### src/rtl/demux1_to_4_reg.sv
// rtl/demux1_to_4_reg.sv - Registered 1-to-4 demultiplexer with per-channel valid/ready holding slots
//
// Purpose:
//   Routes one WIDTH-bit input word (valid/ready handshake) to one of four
//   single-entry output slots chosen by in_sel. Each slot presents its word
//   with its own valid/ready handshake. A slot that drains and loads in the
//   same cycle keeps valid high, so one word per cycle can stream through.
//
// Optional feature:
//   DEMUX_CNT_EN - when defined, adds per-channel CNT_W-bit transfer counters
//                  (count out_valid[k] && out_ready[k] handshakes, wrap silently)
//                  and the out_cnt port. When undefined, neither exists.
//
// Ports:
//   clk        in   1          rising-edge clock
//   reset      in   1          synchronous active-high reset
//   in_valid   in   1          input word present
//   in_ready   out  1          input word accepted when in_valid && in_ready
//   in_sel     in   2          destination channel 0..3
//   in_data    in   WIDTH      input word
//   out_valid  out  4          bit k: slot k holds a word
//   out_ready  in   4          bit k: consumer k takes the word this cycle
//   out_data0..out_data3 out WIDTH  slot contents (retained while idle)
//   out_cnt    out  4*CNT_W    (DEMUX_CNT_EN only) channel k count at [k*CNT_W +: CNT_W]

module demux1_to_4_reg #(
    parameter int WIDTH = 16,
    parameter int CNT_W = 8
) (
    input  logic             clk,
    input  logic             reset,
    input  logic             in_valid,
    output logic             in_ready,
    input  logic [1:0]       in_sel,
    input  logic [WIDTH-1:0] in_data,
    output logic [3:0]       out_valid,
    input  logic [3:0]       out_ready,
    output logic [WIDTH-1:0] out_data0,
    output logic [WIDTH-1:0] out_data1,
    output logic [WIDTH-1:0] out_data2,
    output logic [WIDTH-1:0] out_data3
`ifdef DEMUX_CNT_EN
    ,
    output logic [4*CNT_W-1:0] out_cnt
`endif
);

    logic [3:0]       valid_q, valid_d;
    logic [WIDTH-1:0] slot_q [4];
    logic [WIDTH-1:0] slot_d [4];
    logic [3:0]       drain;
    logic             load;

    // in_ready looks only at the selected slot: a full slot whose consumer
    // is taking its word this cycle can accept a replacement immediately.
    always_comb begin
        in_ready = !valid_q[in_sel] || out_ready[in_sel];
        load     = in_valid && in_ready;
        drain    = valid_q & out_ready;
    end

    always_comb begin
        valid_d = valid_q;
        for (int k = 0; k < 4; k++) begin
            slot_d[k] = slot_q[k];
            if (drain[k]) begin
                valid_d[k] = 1'b0;
            end
            // A load overrides a same-cycle drain so the slot stays valid.
            if (load && (in_sel == 2'(k))) begin
                valid_d[k] = 1'b1;
                slot_d[k]  = in_data;
            end
        end
    end

    always_ff @(posedge clk) begin
        if (reset) begin
            valid_q <= '0;
            for (int k = 0; k < 4; k++) begin
                slot_q[k] <= '0;
            end
        end else begin
            valid_q <= valid_d;
            for (int k = 0; k < 4; k++) begin
                slot_q[k] <= slot_d[k];
            end
        end
    end

    always_comb begin
        out_valid = valid_q;
        out_data0 = slot_q[0];
        out_data1 = slot_q[1];
        out_data2 = slot_q[2];
        out_data3 = slot_q[3];
    end

`ifdef DEMUX_CNT_EN
    logic [CNT_W-1:0] cnt_q [4];
    logic [CNT_W-1:0] cnt_d [4];

    // Counters wrap naturally at 2^CNT_W.
    always_comb begin
        for (int k = 0; k < 4; k++) begin
            cnt_d[k] = cnt_q[k] + CNT_W'(drain[k]);
        end
    end

    always_ff @(posedge clk) begin
        if (reset) begin
            for (int k = 0; k < 4; k++) begin
                cnt_q[k] <= '0;
            end
        end else begin
            for (int k = 0; k < 4; k++) begin
                cnt_q[k] <= cnt_d[k];
            end
        end
    end

    always_comb begin
        out_cnt = '0;
        for (int k = 0; k < 4; k++) begin
            out_cnt[k*CNT_W +: CNT_W] = cnt_q[k];
        end
    end
`endif

endmodule
### config.mk
export PLATFORM = sky130hd
export DESIGN_NAME = demux1_to_4_reg
export DESIGN_NICKNAME = d
export VERILOG_FILES = /design/src/rtl/demux1_to_4_reg.sv
export SDC_FILE = /design/constraint.sdc
export NUM_CORES = 1
export LEC_CHECK = 0
export CELL_PAD_IN_SITES_DETAIL_PLACEMENT = 0
export CELL_PAD_IN_SITES_GLOBAL_PLACEMENT = 1
export CORE_MARGIN = 2
export CORE_UTILIZATION = 34
export DETAILED_ROUTE_END_ITERATION = 16
export PLACE_DENSITY_LB_ADDON = 0.1
export SLEW_MARGIN = 20
export SYNTH_ARGS = -nofsm -noshare
export SYNTH_HDL_FRONTEND = slang
export SYNTH_SLANG_ARGS = --single-unit
### constraint.sdc
create_clock -name clk -period 1.65 [get_ports clk]
set_clock_uncertainty 0.1 [all_clocks]
set_input_delay 0.4125 -clock clk [delete_from_list [all_inputs] [get_ports clk]]
set_output_delay 0.4125 -clock clk [all_outputs]
set_load 0.005 [all_outputs]
==> run_summary.xml, run 1 <==
<?xml version="1.0" encoding="UTF-8"?>
<metrics>
  <group name="outcome">
    <metric name="run_status" unit="">finished with violations</metric>
    <metric name="violations" unit="">setup timing</metric>
  </group>
  <group name="yosys">
    <metric name="number_of_storage_elements_in_the_synthesis_netlist" unit="">68</metric>
    <metric name="synth.area.top_cells" unit="">dfxtp_1 50%, mux2i_1 23%, nand2b_1 19%, clkbuf_1 1.4%, buf_6 1.2%</metric>
    <metric name="synth_fp_nets" unit="">272</metric>
    <metric name="synth_largest_area_cell" unit="">dfxtp_1</metric>
    <metric name="ys_async_rst_share" unit="%">0</metric>
    <metric name="synth_largest_type_area_fraction" unit="%">49.7</metric>
    <metric name="seq_area_frac_synth" unit="%">49.7</metric>
    <metric name="synth_area_per_cell" unit="um2">11.1</metric>
    <metric name="synth.lib_cells_used.distinct" unit="">19</metric>
    <metric name="postSynth.topFlopCell" unit="">dfxtp_1</metric>
    <metric name="synthesis.yosys.warnings" unit="">0</metric>
    <metric name="post_synth_instance_area" unit="mm2">0.00274</metric>
    <metric name="most_instantiated_library_cell_after_synthesis" unit="">nand2b_1</metric>
    <metric name="mapped_cells" unit="">247</metric>
    <metric name="synth_enable_flop_cells" unit="">0</metric>
    <metric name="netlist_top_cells_count" unit="">84 x nand2b_1, 68 x dfxtp_1, 64 x mux2i_1</metric>
  </group>
  <group name="power_and_ir_drop">
    <metric name="max-vdd-ir-drop" unit="mV">0.323</metric>
    <metric name="clock_power_share" unit="%">36.3</metric>
    <metric name="power.density_cell_area" unit="mW/mm2">820</metric>
    <metric name="switching_power" unit="uW">769</metric>
    <metric name="netSwitchingFraction" unit="%">23.2</metric>
    <metric name="seq_power_share" unit="%">52.2</metric>
    <metric name="p_comb_share" unit="%">11.5</metric>
    <metric name="p_leak" unit="uW">0.00208</metric>
    <metric name="internal-power" unit="uW">2540</metric>
  </group>
  <group name="worst_setup_path">
    <metric name="path_cells" unit="">dlygate4sd2_1 -&gt; nand2b_4 -&gt; mux4_2 -&gt; buf_2</metric>
    <metric name="timing.critical_path.slowest_cell_delay" unit="ns">0.44</metric>
    <metric name="element_type_at_the_critical_path_end" unit="">output pin</metric>
    <metric name="crit_arrival" unit="ns">1.36</metric>
    <metric name="timing.critical_path.slowest_stage_cell" unit="">mux4_2</metric>
    <metric name="worstSetupStartpointType" unit="">input port</metric>
    <metric name="cp_max_fo" unit="">2</metric>
    <metric name="worstSetupPathType" unit="">in -&gt; out</metric>
    <metric name="required" unit="ns">1.14</metric>
  </group>
  <group name="timing">
    <metric name="report.final.hold_viol_count" unit="">0</metric>
    <metric name="timing.hold.ws" unit="ns">0.367</metric>
    <metric name="finalWorstPathRequiredPeriod" unit="ns">1.88</metric>
    <metric name="maxSlewHeadroom" unit="%">80.1</metric>
    <metric name="final_min_period_over_clock_period" unit="%">114</metric>
    <metric name="final.setup.worst_slack" unit="ns">-0.227</metric>
    <metric name="setup-violations-final" unit="">1</metric>
    <metric name="maxClockFrequency" unit="GHz">0.533</metric>
    <metric name="rsz_0062_raised_after_global_routing" unit="">true</metric>
    <metric name="tightest_slew" unit="ns">0.299</metric>
    <metric name="slew_viol_final" unit="">0</metric>
  </group>
  <group name="cells_and_area">
    <metric name="layout-area-overhead-vs-synth" unit="%">47.3</metric>
    <metric name="n_antenna_cell" unit="">0</metric>
    <metric name="final_area" unit="mm2">0.00404</metric>
    <metric name="layout.core_utilization" unit="%">52.0</metric>
    <metric name="ratio_of_cells_with_drive_above_1_in_the_final_layout" unit="%">16.8</metric>
    <metric name="final_net_count" unit="">378</metric>
    <metric name="filler_cell_count" unit="">751</metric>
    <metric name="final_non_filler_cell_total" unit="">459</metric>
  </group>
  <group name="clocking">
    <metric name="clk_transition_reported_paths" unit="ns">0.07</metric>
    <metric name="clockBufferDepth" unit="">2</metric>
    <metric name="post_cts_hold_buffer_count" unit="">0</metric>
    <metric name="clk_latency" unit="ns">0.33</metric>
    <metric name="tritoncts" unit="">done</metric>
    <metric name="cts.sink_count" unit="">68</metric>
    <metric name="htree_levels" unit="">3</metric>
    <metric name="clk_root_buffer_cell" unit="">clkbuf_8</metric>
    <metric name="cts-buffers-inserted" unit="">9</metric>
  </group>
  <group name="drt">
    <metric name="avgRoutedWirePerCell" unit="um">13.6</metric>
    <metric name="routed_via_density" unit="">4.44</metric>
    <metric name="drcViolationCount" unit="">0</metric>
    <metric name="detailedRoute.firstPassIterationCount" unit="">4</metric>
    <metric name="route.final.wire_length" unit="mm">6.23</metric>
    <metric name="dr_total_vias" unit="">2036</metric>
    <metric name="drt.antenna.violating_nets" unit="">0</metric>
    <metric name="drt_first_iter_violations" unit="">61</metric>
  </group>
  <group name="global_route">
    <metric name="maximum_number_of_pins_on_one_net_before_global_route_repair" unit="">44</metric>
    <metric name="vias_in_the_first_global_route" unit="">2012</metric>
    <metric name="overflow" unit="">0</metric>
    <metric name="grt_use_total" unit="%">14.9</metric>
    <metric name="grt_antenna_before_repair" unit="">0</metric>
    <metric name="grt_first_pass_wirelength" unit="mm">10.1</metric>
  </group>
  <group name="flow_run">
    <metric name="maxCapViolations" unit="">0</metric>
  </group>
  <group name="floorplanning">
    <metric name="boundaryPins" unit="">94</metric>
    <metric name="floorplan.initialDensity" unit="%">35.3</metric>
    <metric name="die-height" unit="um">93.8</metric>
    <metric name="row_count" unit="">32</metric>
    <metric name="die_area" unit="mm2">0.00880</metric>
    <metric name="placeableCoreArea" unit="mm2">0.00777</metric>
    <metric name="fp.dieW" unit="um">93.8</metric>
  </group>
  <group name="placement">
    <metric name="io_buffers" unit="">93</metric>
    <metric name="detailedPlacementHpwl" unit="mm">4.12</metric>
    <metric name="gpl.final_weighted_congestion" unit="">0.684</metric>
    <metric name="dpl-instance-area" unit="mm2">0.00388</metric>
    <metric name="place_inst" unit="">440</metric>
  </group>
  <group name="hold_path">
    <metric name="worst_hold_path_class" unit="">reg -&gt; reg</metric>
  </group>
</metrics>
## area by class of cell
class                           instances  area [um2]  share of cell area (%)
Clock inverter                          2        10.0                   0.248
Tap cell                              102         128                    3.16
Multi-Input combinational cell        162        1310                    32.4
Timing Repair Buffer                  112        1050                    26.0
Clock buffer                           13         159                    3.93
Sequential cell                        68        1380                    34.3
## timing repair
item / in CTS / in global routing
pin swaps: 0 / 0
endpoints found under the hold margin: 0 / 0
resized for setup: 102 / 0
setup endpoints to repair: 75 / 1
buffers inserted: 3 / 1
## cells in the final DEF (no fill, tap or decap), types with 2 or more instances in the layout
master / instances
nand2b_4: 4
dfxtp_1: 50
dfxtp_2: 18
buf_12: 6
clkbuf_8: 11
clkdlybuf4s15_1: 2
buf_2: 2
mux2i_1: 64
clkdlybuf4s50_1: 17
clkinv_2: 2
nand2b_1: 80
clkbuf_1: 2
dlygate4sd2_1: 72
a21oi_1: 4
buf_4: 13
## sequential cells by signal (all words and copies together), names as in the netlist
name and cells:
slot_q 64, out_valid 4
## power by group through the flow
stage	Combinational [uW]	Clock [uW]	Sequential (uW)
5_1_grt	414	1340	1740
2_1_floorplan	176	0	1770
3_5_place_dp	421	0	1770
4_1_cts	387	1250	1730
6_report	381	1200	1730
3_3_place_gp	421	0	1770
## through the flow
step	setup TNS [ns]	total power (uW)	setup WS, ns
floorplan	0	1950	0.0966
global placement	-16.39	2190	-0.756
detailed placement	-18.32	2190	-0.772
CTS	-0.233	3370	-0.233
global route	-0.243	3490	-0.243
finish	-0.227	3310	-0.227
## kinds of logic (layout without fill, tap and decap cells)
| logic type | Yosys count | count (layout) | share of synthesized area, % |
|---|---|---|---|
| AND/OR/NAND/NOR | 93 | 93 | 21.5 |
| flip-flops | 68 | 68 | 49.7 |
| multiplexers | 65 | 65 | 24.2 |
| buffers and inverters | 17 | 127 | 3.88 |
| AO/OA/AOI/OAI | 4 | 4 | 0.730 |
## path summary, 6_finish.rpt
check	end	start	slack, ns	depth (start not counted)
worst min-delay path	slot_q[1][6]	slot_q[1][6]	0.37	2
worst max-delay path	in_ready	out_ready[0]	-0.23	4
worst min register to register	slot_q[1][6]	slot_q[1][6]	0.37	2
worst max register to register	slot_q[1][14]	out_valid[1]	0.18	4
## metal layers
| metal | vias up | share of wire [%] | global-route usage, % | wire length [um] |
|---|---|---|---|---|
| li1 | 1021 | - | - | - |
| met1 | 951 | 47 | 19.2 | 2920 |
| met2 | 59 | 45 | 22.3 | 2800 |
| met3 | 5 | 7.0 | 6.18 | 438 |
| met4 | 0 | 1.2 | 5.80 | 73 |
| met5 | - | 0 | 0 | 0 |
## worst max-delay path, delay by kind of cell
family | cells | cell delay [ns]
simple gates | 1 | 0.13
buf+inv | 2 | 0.37
mux | 1 | 0.44
Power figures use the tool's default switching activity.
==> run 2, diff against run 1 <==
ABC_AREA = 0   (was unset)
CAP_MARGIN = 20   (was unset)
==> results of run 2 <==
No change in the layout: final DEF, timing and power equal those of run 1.
